==> src/rtl/adsr_if.sv <==
// adsr_if: envelope stage signal bundle.
// master drives note/sample/rates, slave returns enveloped outputs.
interface adsr_if;
  logic        gate;
  logic [15:0] sample_in;
  logic [15:0] attack_rate;
  logic [15:0] decay_rate;
  logic [15:0] sustain_level;
  logic [15:0] release_rate;
  logic [15:0] sample_out;
  logic [15:0] env_level;
  logic [2:0]  state;
  logic        active;

  modport master (
    output gate, sample_in,
    output attack_rate, decay_rate,
    output sustain_level, release_rate,
    input  sample_out, env_level,
    input  state, active
  );

  modport slave (
    input  gate, sample_in,
    input  attack_rate, decay_rate,
    input  sustain_level, release_rate,
    output sample_out, env_level,
    output state, active
  );
endinterface

==> src/rtl/adsr_envelope.sv <==
// adsr_envelope: ADSR amplitude envelope applied to a signed sample.
// Optional macro ADSR_HARD_RETRIG_EN: rise in RELEASE restarts from 0.
module adsr_envelope #(
  parameter int TICK_DIV = 1000,
  parameter int TICK_W   = 10
) (
  input  logic   clk,
  input  logic   rst_n,
  adsr_if.slave  bus
);

  typedef enum logic [2:0] {
    S_IDLE    = 3'd0,
    S_ATTACK  = 3'd1,
    S_DECAY   = 3'd2,
    S_SUSTAIN = 3'd3,
    S_RELEASE = 3'd4
  } state_e;

  state_e              state_q, state_d;
  logic [TICK_W-1:0]   cnt_q, cnt_d;
  logic [15:0]         env_q, env_d;
  logic [15:0]         out_q, out_d;
  logic                gate_q;
  logic                tick, rise, fall;
  logic [15:0]         att, dec, rel;
  logic [16:0]         att_sum, dec_dif, rel_dif;
  logic signed [32:0]  prod;
  logic                unused_prod;

  // Prescaler: wraps after TICK_DIV clocks, tick on last count.
  always_comb begin
    tick  = (cnt_q == TICK_W'(TICK_DIV - 1));
    cnt_d = tick ? '0 : cnt_q + 1'b1;
  end

  // Edge detect and zero-rate substitution.
  always_comb begin
    rise = bus.gate & ~gate_q;
    fall = ~bus.gate & gate_q;
    att  = (bus.attack_rate  == '0) ? 16'd1 : bus.attack_rate;
    dec  = (bus.decay_rate   == '0) ? 16'd1 : bus.decay_rate;
    rel  = (bus.release_rate == '0) ? 16'd1 : bus.release_rate;
    att_sum = {1'b0, env_q} + {1'b0, att};
    dec_dif = {1'b0, env_q} - {1'b0, dec};
    rel_dif = {1'b0, env_q} - {1'b0, rel};
  end

  // Next state and envelope level; edges beat ticks.
  always_comb begin
    state_d = state_q;
    env_d   = env_q;
    unique case (state_q)
      S_IDLE: begin
        env_d = '0;
        if (rise) state_d = S_ATTACK;
      end
      S_ATTACK: begin
        if (fall) begin
          state_d = S_RELEASE;
        end else if (tick) begin
          if (att_sum >= 17'h0FFFF) begin
            env_d   = 16'hFFFF;
            state_d = S_DECAY;
          end else begin
            env_d = att_sum[15:0];
          end
        end
      end
      S_DECAY: begin
        if (fall) begin
          state_d = S_RELEASE;
        end else if (tick) begin
          if (dec_dif[16] ||
              dec_dif[15:0] <= bus.sustain_level) begin
            env_d   = bus.sustain_level;
            state_d = S_SUSTAIN;
          end else begin
            env_d = dec_dif[15:0];
          end
        end
      end
      S_SUSTAIN: begin
        env_d = bus.sustain_level;
        if (fall) state_d = S_RELEASE;
      end
      S_RELEASE: begin
        if (rise) begin
          state_d = S_ATTACK;
`ifdef ADSR_HARD_RETRIG_EN
          env_d   = '0;
`else
          env_d   = env_q;
`endif
        end else if (tick) begin
          if (rel_dif[16] || rel_dif[15:0] == '0) begin
            env_d   = '0;
            state_d = S_IDLE;
          end else begin
            env_d = rel_dif[15:0];
          end
        end
      end
      default: begin
        state_d = S_IDLE;
        env_d   = '0;
      end
    endcase
  end

  // Scale sample by current level; floor shift by 16.
  always_comb begin
    prod  = $signed(bus.sample_in) * $signed({1'b0, env_q});
    out_d = prod[31:16];
  end

  assign unused_prod = ^{prod[32], prod[15:0]};

  // State, level, prescaler, gate and output registers.
  always_ff @(posedge clk or negedge rst_n) begin
    if (!rst_n) begin
      state_q <= S_IDLE;
      env_q   <= '0;
      out_q   <= '0;
      cnt_q   <= '0;
      gate_q  <= 1'b0;
    end else begin
      state_q <= state_d;
      env_q   <= env_d;
      out_q   <= out_d;
      cnt_q   <= cnt_d;
      gate_q  <= bus.gate;
    end
  end

  assign bus.sample_out = out_q;
  assign bus.env_level  = env_q;
  assign bus.state      = state_q;
  assign bus.active     = (state_q != S_IDLE);

endmodule

==> src/flat_wrapper.sv <==
// flat-port wrapper written by rule: the top's interface ports become plain ports
module adsr_envelope_flat 
#(
  parameter int TICK_DIV = 1000,
  parameter int TICK_W   = 10
)
  (clk, rst_n, bus_gate, bus_sample_in, bus_attack_rate, bus_decay_rate, bus_sustain_level, bus_release_rate, bus_sample_out, bus_env_level, bus_state, bus_active);
  adsr_if bus_i ();
  input  logic clk;
  input  logic rst_n;
  input wire logic [$bits(bus_i.gate)-1:0] bus_gate;
  input wire logic [$bits(bus_i.sample_in)-1:0] bus_sample_in;
  input wire logic [$bits(bus_i.attack_rate)-1:0] bus_attack_rate;
  input wire logic [$bits(bus_i.decay_rate)-1:0] bus_decay_rate;
  input wire logic [$bits(bus_i.sustain_level)-1:0] bus_sustain_level;
  input wire logic [$bits(bus_i.release_rate)-1:0] bus_release_rate;
  output wire logic [$bits(bus_i.sample_out)-1:0] bus_sample_out;
  output wire logic [$bits(bus_i.env_level)-1:0] bus_env_level;
  output wire logic [$bits(bus_i.state)-1:0] bus_state;
  output wire logic [$bits(bus_i.active)-1:0] bus_active;
  assign bus_i.gate = bus_gate;
  assign bus_i.sample_in = bus_sample_in;
  assign bus_i.attack_rate = bus_attack_rate;
  assign bus_i.decay_rate = bus_decay_rate;
  assign bus_i.sustain_level = bus_sustain_level;
  assign bus_i.release_rate = bus_release_rate;
  assign bus_sample_out = bus_i.sample_out;
  assign bus_env_level = bus_i.env_level;
  assign bus_state = bus_i.state;
  assign bus_active = bus_i.active;
  adsr_envelope #(.TICK_DIV(TICK_DIV), .TICK_W(TICK_W)) u_core (.clk(clk), .rst_n(rst_n), .bus(bus_i));
endmodule
==> config.mk <==
export PLATFORM = sky130hd
export DESIGN_NAME = adsr_envelope_flat
export DESIGN_NICKNAME = d
export VERILOG_FILES = /design/src/rtl/adsr_if.sv /design/src/rtl/adsr_envelope.sv /design/src/flat_wrapper.sv
export SDC_FILE = /design/constraint.sdc
export NUM_CORES = 1
export LEC_CHECK = 0
export CORE_MARGIN = 2
export CORE_UTILIZATION = 35
export DETAILED_ROUTE_END_ITERATION = 10
export PLACE_DENSITY = 0.55
export SYNTH_ARGS = -nofsm -noshare
export SYNTH_HDL_FRONTEND = slang
export SYNTH_SLANG_ARGS = --single-unit
==> constraint.sdc <==
create_clock -name clk -period 6.9 [get_ports clk]
set_clock_uncertainty 0.2 [all_clocks]
set_input_delay 1.035 -clock clk [delete_from_list [all_inputs] [get_ports clk]]
set_output_delay 1.035 -clock clk [all_outputs]
set_load 0.01 [all_outputs]
# == Yosys cells after proc, flatten, opt, wreduce, memory -nomap -nowiden ==
# Index checks and enable logic that the tools add are counted.
# totals
word_cells,71
register_bits,46
output_inout_bits,36
# classes
n_mux,26
eq_ne,19
bitwise_logic,4
addsub,4
n_lt_le_gt_ge,2
n_mul,1
n_reduce_logical,10
# op_table
op,n
16-bit two-way mux,12
16-bit logical NOT,4
16-bit case mux with 4 select lines,1
16-bit by 16-bit subtractor with 17-bit output,2
3-bit two-way mux,11
16-bit by 17-bit multiplier with 32-bit output,1
"3-bit by 1-bit != test with 1-bit output, second input constant",6
16-bit by 16-bit adder with 17-bit output,1
"17-bit by 16-bit greater-or-equal comparator with 1-bit output, second input constant",1
16-bit less-or-equal comparator,1
3-bit case mux with 5 select lines,1
"10-bit by 1-bit adder with 10-bit output, second input constant",1
"10-bit == test, second input constant",1
10-bit two-way mux,1
"2-bit by 1-bit != test with 1-bit output, second input constant",5
8-bit AND reduction,1
"3-bit by 2-bit == test with 1-bit output, second input constant",2
"2-bit != test, second input constant",3
6-bit AND reduction,1
"3-bit by 1-bit == test with 1-bit output, second input constant",1
"3-bit == test, second input constant",1
3-bit logical NOT,1
3-bit nonzero test,1
1-bit bitwise AND,2
2 further kinds,4

# == Longest topological paths before layout ==
# logic_depth
ltp_word,9
ltp_mapped,24
mapped_depth_nobuf,23

# == Worst setup path before layout ==
# Ideal clock, no wire load.
# synth_timing
kind,input -> register
from,input bus_sample_in[7]
to,"register u_core.out_q[14], in the netlist u_core.bus.sample_out[14]"
path_buffers,1
arrival_time_ns,6.646
cell_stages,23
path_slack_ns,-0.062
path_cell_list,clkbuf_1 -> nand2_1 -> fa_1 -> inv_1 -> fa_1 -> inv_1 -> fa_1 -> inv_1 -> fa_1 -> fa_1 -> inv_1 -> fa_1 -> inv_1 -> ha_1 -> and3_1 -> and3_1 -> a311oi_1 -> a31oi_1 -> a21oi_1 -> or3_1 -> a21o_1 -> a311o_1 -> o311ai_0
# synth_via
elab_chain_cells,1
# synth_rtl
element,line,rtl
"start, declared",flat_wrapper.sv:12,input wire logic [$bits(bus_i.sample_in)-1:0] bus_sample_in;
16-bit by 17-bit multiplier with 32-bit output,adsr_envelope.sv:113,"prod = $signed(bus.sample_in) * $signed({1'b0, env_q});"
via u_core.prod[30],adsr_envelope.sv:28,logic signed [32:0] prod;
"end signal, assigned",adsr_envelope.sv:130,out_q <= out_d;
"end, declared",adsr_envelope.sv:23,"logic [15:0] out_q, out_d;"
# The timed path passes the listed nets, and every way through them passes these cells.
# A chain may end at the register's enable or synchronous reset.

# == Worst setup path in the final report ==
# layout_timing
from,input bus_sample_in[6]
to,"register u_core.out_q[13], in the netlist u_core.bus.sample_out[13]"
# The elaborated chain is that of the path after synthesis.

==> impl_metrics.env <==
export IMPL_relSlewSlack_pct=39.6
export IMPL_maxCapViolCount=0
export IMPL_vias_per_cell=5.07
export IMPL_crit_path_top_delay_cell="fa_2"
export IMPL_cp_start_kind="input pin"
export IMPL_final_util_pct=43.1
export IMPL_slowest_delay_ps=540
export IMPL_dpl_cell_count=2253
export IMPL_synth_compound_area_share_pct=12.4
export IMPL_cp_arrival_ps=6720
export IMPL_io_pins=119
export IMPL_rows=71
export IMPL_crit_fanout=8
export IMPL_fillerInstances=3811
export IMPL_antenna_found_initial=4
export IMPL_start_util_pct=35.7
export IMPL_ys_ff_latch=46
export IMPL_crit_path_end_kind="flip-flop"
export IMPL_fin_crit_sh_pct=97.5
export IMPL_drt_iter0_markers=691
export IMPL_overflow=0
export IMPL_drive_above_1_share_pct=11.0
export IMPL_timing_critical_path_mode_cell="fa_1"
export IMPL_numCtsBuffers=5
export IMPL_ys_flop_type="dfrtp_1"
export IMPL_crit_chain="clkbuf_2 -> buf_6 -> and2_4 -> fa_1 -> inv_2 -> fa_2 -> fa_2 -> fa_1 -> inv_1 -> fa_1 -> inv_1 -> fa_1 -> inv_1 -> ha_1 -> and4_1 -> and3_4 -> a311oi_4 -> a31oi_4 -> a21oi_4 -> or3_4 -> a21o_1 -> nand3_2 -> buf_6 -> xnor2_2"
export IMPL_synth_top_family_by_area="adder cells"
export IMPL_syn_area_mm2=0.0135
export IMPL_crit_buf_inv=7
export IMPL_drv_slew=0
export IMPL_holdBufCountCts=0
export IMPL_fin_cells=2270
export IMPL_crit_type="input pin to flip-flop"
export IMPL_grt_pass1_vias=11900
export IMPL_nets=2213
export IMPL_fmax_mhz=149
export IMPL_ys_seq_area_share_pct=8.55
export IMPL_async_flop_share_pct=100
export IMPL_dieArea_mm2=0.0400
export IMPL_cts_tree="built"
export IMPL_synth_avg_cell_area_um2=8.52
export IMPL_cts_root_buffer="clkbuf_16"
export IMPL_worst_pin_slew_ps=895
export IMPL_cp_top_family="adder cells"
export IMPL_clk_pin_slew_ps=70
export IMPL_status="completed"
export IMPL_post_route_drc_count=0
export IMPL_hpwl_mm=33.3
export IMPL_grt_use_total_pct=20.2
export IMPL_hold_violations=0
export IMPL_synth_edff_count=0
export IMPL_worstHoldPathType="flip-flop to flip-flop"
export IMPL_synthAdderAreaFrac_pct=45.8
export IMPL_drt_pass1_iter_count=6
export IMPL_gp_congestion=0.887
export IMPL_grt_max_degree=47
export IMPL_clk_latency_ps=310
export IMPL_synth_xor_area_share_pct=3.51
export IMPL_fp_coreArea_mm2=0.0378
export IMPL_wl_per_cell_um=17.7
export IMPL_clockBufferDepth=2
export IMPL_synthSimpleGateAreaFrac_pct=18.5
export IMPL_syn_nets=2038
export IMPL_htreeDepth=2
export IMPL_ys_warnings_count=0
export IMPL_required_ps=6900
export IMPL_antenna_left=0
export IMPL_fp_dieH_um=200
export IMPL_io_buffer_count=118
export IMPL_synthMuxAreaShare_pct=1.06
export IMPL_num_vias=11500
export IMPL_area_delta_synth_final_pct=20.7
export IMPL_clock_sinks=46
export IMPL_setup_viol=0
export IMPL_grt_pass1_wl_mm=64.5
export IMPL_fin_crit_ps=6730
export IMPL_die_w_um=200
export IMPL_ys_types=77
export IMPL_routed_wl_mm=40.1
export IMPL_netlist_instances=1580
==> worst paths after layout <==
| check | startpoint | endpoint | slack [ps] | cells after the start |
|---|---|---|---|---|
| worst max-delay path | bus_sample_in[6] | u_core.bus.sample_out[13] | 170 | 24 |
| worst min-delay path | u_core.cnt_q[9] | u_core.cnt_q[9] | 290 | 1 |
| worst max register to register | u_core.bus.env_level[9] | u_core.bus.sample_out[13] | 320 | 21 |
| worst min register to register | u_core.cnt_q[9] | u_core.cnt_q[9] | 290 | 1 |
| max in group asynchronous | rst_n | u_core.bus.sample_out[0] | 5420 | 2 |
| min in group asynchronous | rst_n | u_core.bus.state[2] | 620 | 2 |
==> cells in the final DEF (no fill, tap or decap), drive strengths merged, types with 5 or more instances in the layout <==
cell and instances:
a2111oi 5, a211oi 11, a21boi 6, a21o 18, a21oi 51, a221o 7, a22oi 7, a31oi 7
and2 131, and3 7, buf 116, clkbuf 12, clkdlybuf4s50 102, dfrtp 46, fa 196, ha 179
inv 301, mux2 10, nand2 161, nand2b 14, nand3 25, nand4 6, nor2 72, nor2b 12
nor3 25, nor4 12, o211ai 15, o21a 10, o21ai 36, o21bai 6, or3 10, xnor2 34
xor2 20
==> synth_stat cells, drive strengths merged (14+ instances only) <==
cell / count / area, um^2
a21oi: 51 / 255
nor3: 25 / 130
ha: 179 / 2240
and2: 131 / 820
dfrtp: 46 / 1150
fa: 196 / 3920
xor2: 20 / 175
a21o: 18 / 135
inv: 301 / 1130
o211ai: 15 / 113
o21ai: 36 / 180
nor2: 72 / 270
clkbuf: 62 / 233
xnor2: 34 / 298
nand2: 161 / 604
nand3: 25 / 125
nand2b: 14 / 87.6
==> repair_timing <==
action,CTS,global route
pin swaps,34,28
buffers inserted,3,3
endpoints found under the setup margin,14,11
resized for setup,55,30
cloned,2,0
==> logic make-up after synthesis <==
group | count (synthesis)
flops | 46
mux | 13
xor+xnor | 54
compound gates | 234
simple gates | 494
buf+inv | 364
fa+ha+maj | 375
==> registers in the layout (all words and copies together) (netlist names) <==
name / flops
u_core.bus.sample_out: 16
u_core.cnt_q: 10
u_core.bus.state: 3
u_core.bus.env_level: 16
u_core.gate_q: 1
==> per-layer routing <==
layer	share of wire, %	routed length (um)	GRT usage (%)	vias up
met4	2.1	849	4.69	0
li1	-	-	-	5469
met1	46	18300	27.6	5719
met5	0	0	0	-
met2	47	18900	33.1	281
met3	5.1	2050	3.63	46
==> layout make-up <==
type | count | area (um^2) | area share (%)
Timing Repair Buffer | 231 | 2070 | 12.7
Antenna cell | 3 | 7.51 | 0.0462
Clock inverter | 3 | 21.3 | 0.131
Multi-Input combinational cell | 1170 | 11100 | 68.3
Sequential cell | 46 | 1150 | 7.08
Tap cell | 511 | 639 | 3.93
Inverter | 301 | 1130 | 6.95
Clock buffer | 5 | 125 | 0.770
==> per-stage QoR <==
step           cell area (um^2)  setup WS (ps)  hold WS [ps]  TNS [ps]
2_1_floorplan             13500           54.6           244         0
3_3_place_gp              15900           -808           275     -8410
3_5_place_dp              15900           -952           279     -9680
4_1_cts                   16200           16.9           294         0
5_1_grt                   16200          -19.7           329     -24.2
6_report                  16300            174           293         0
Power is left out: the tool's default activity adds up to more than one toggle a clock period on the data nets, which glitch-free logic cannot reach.
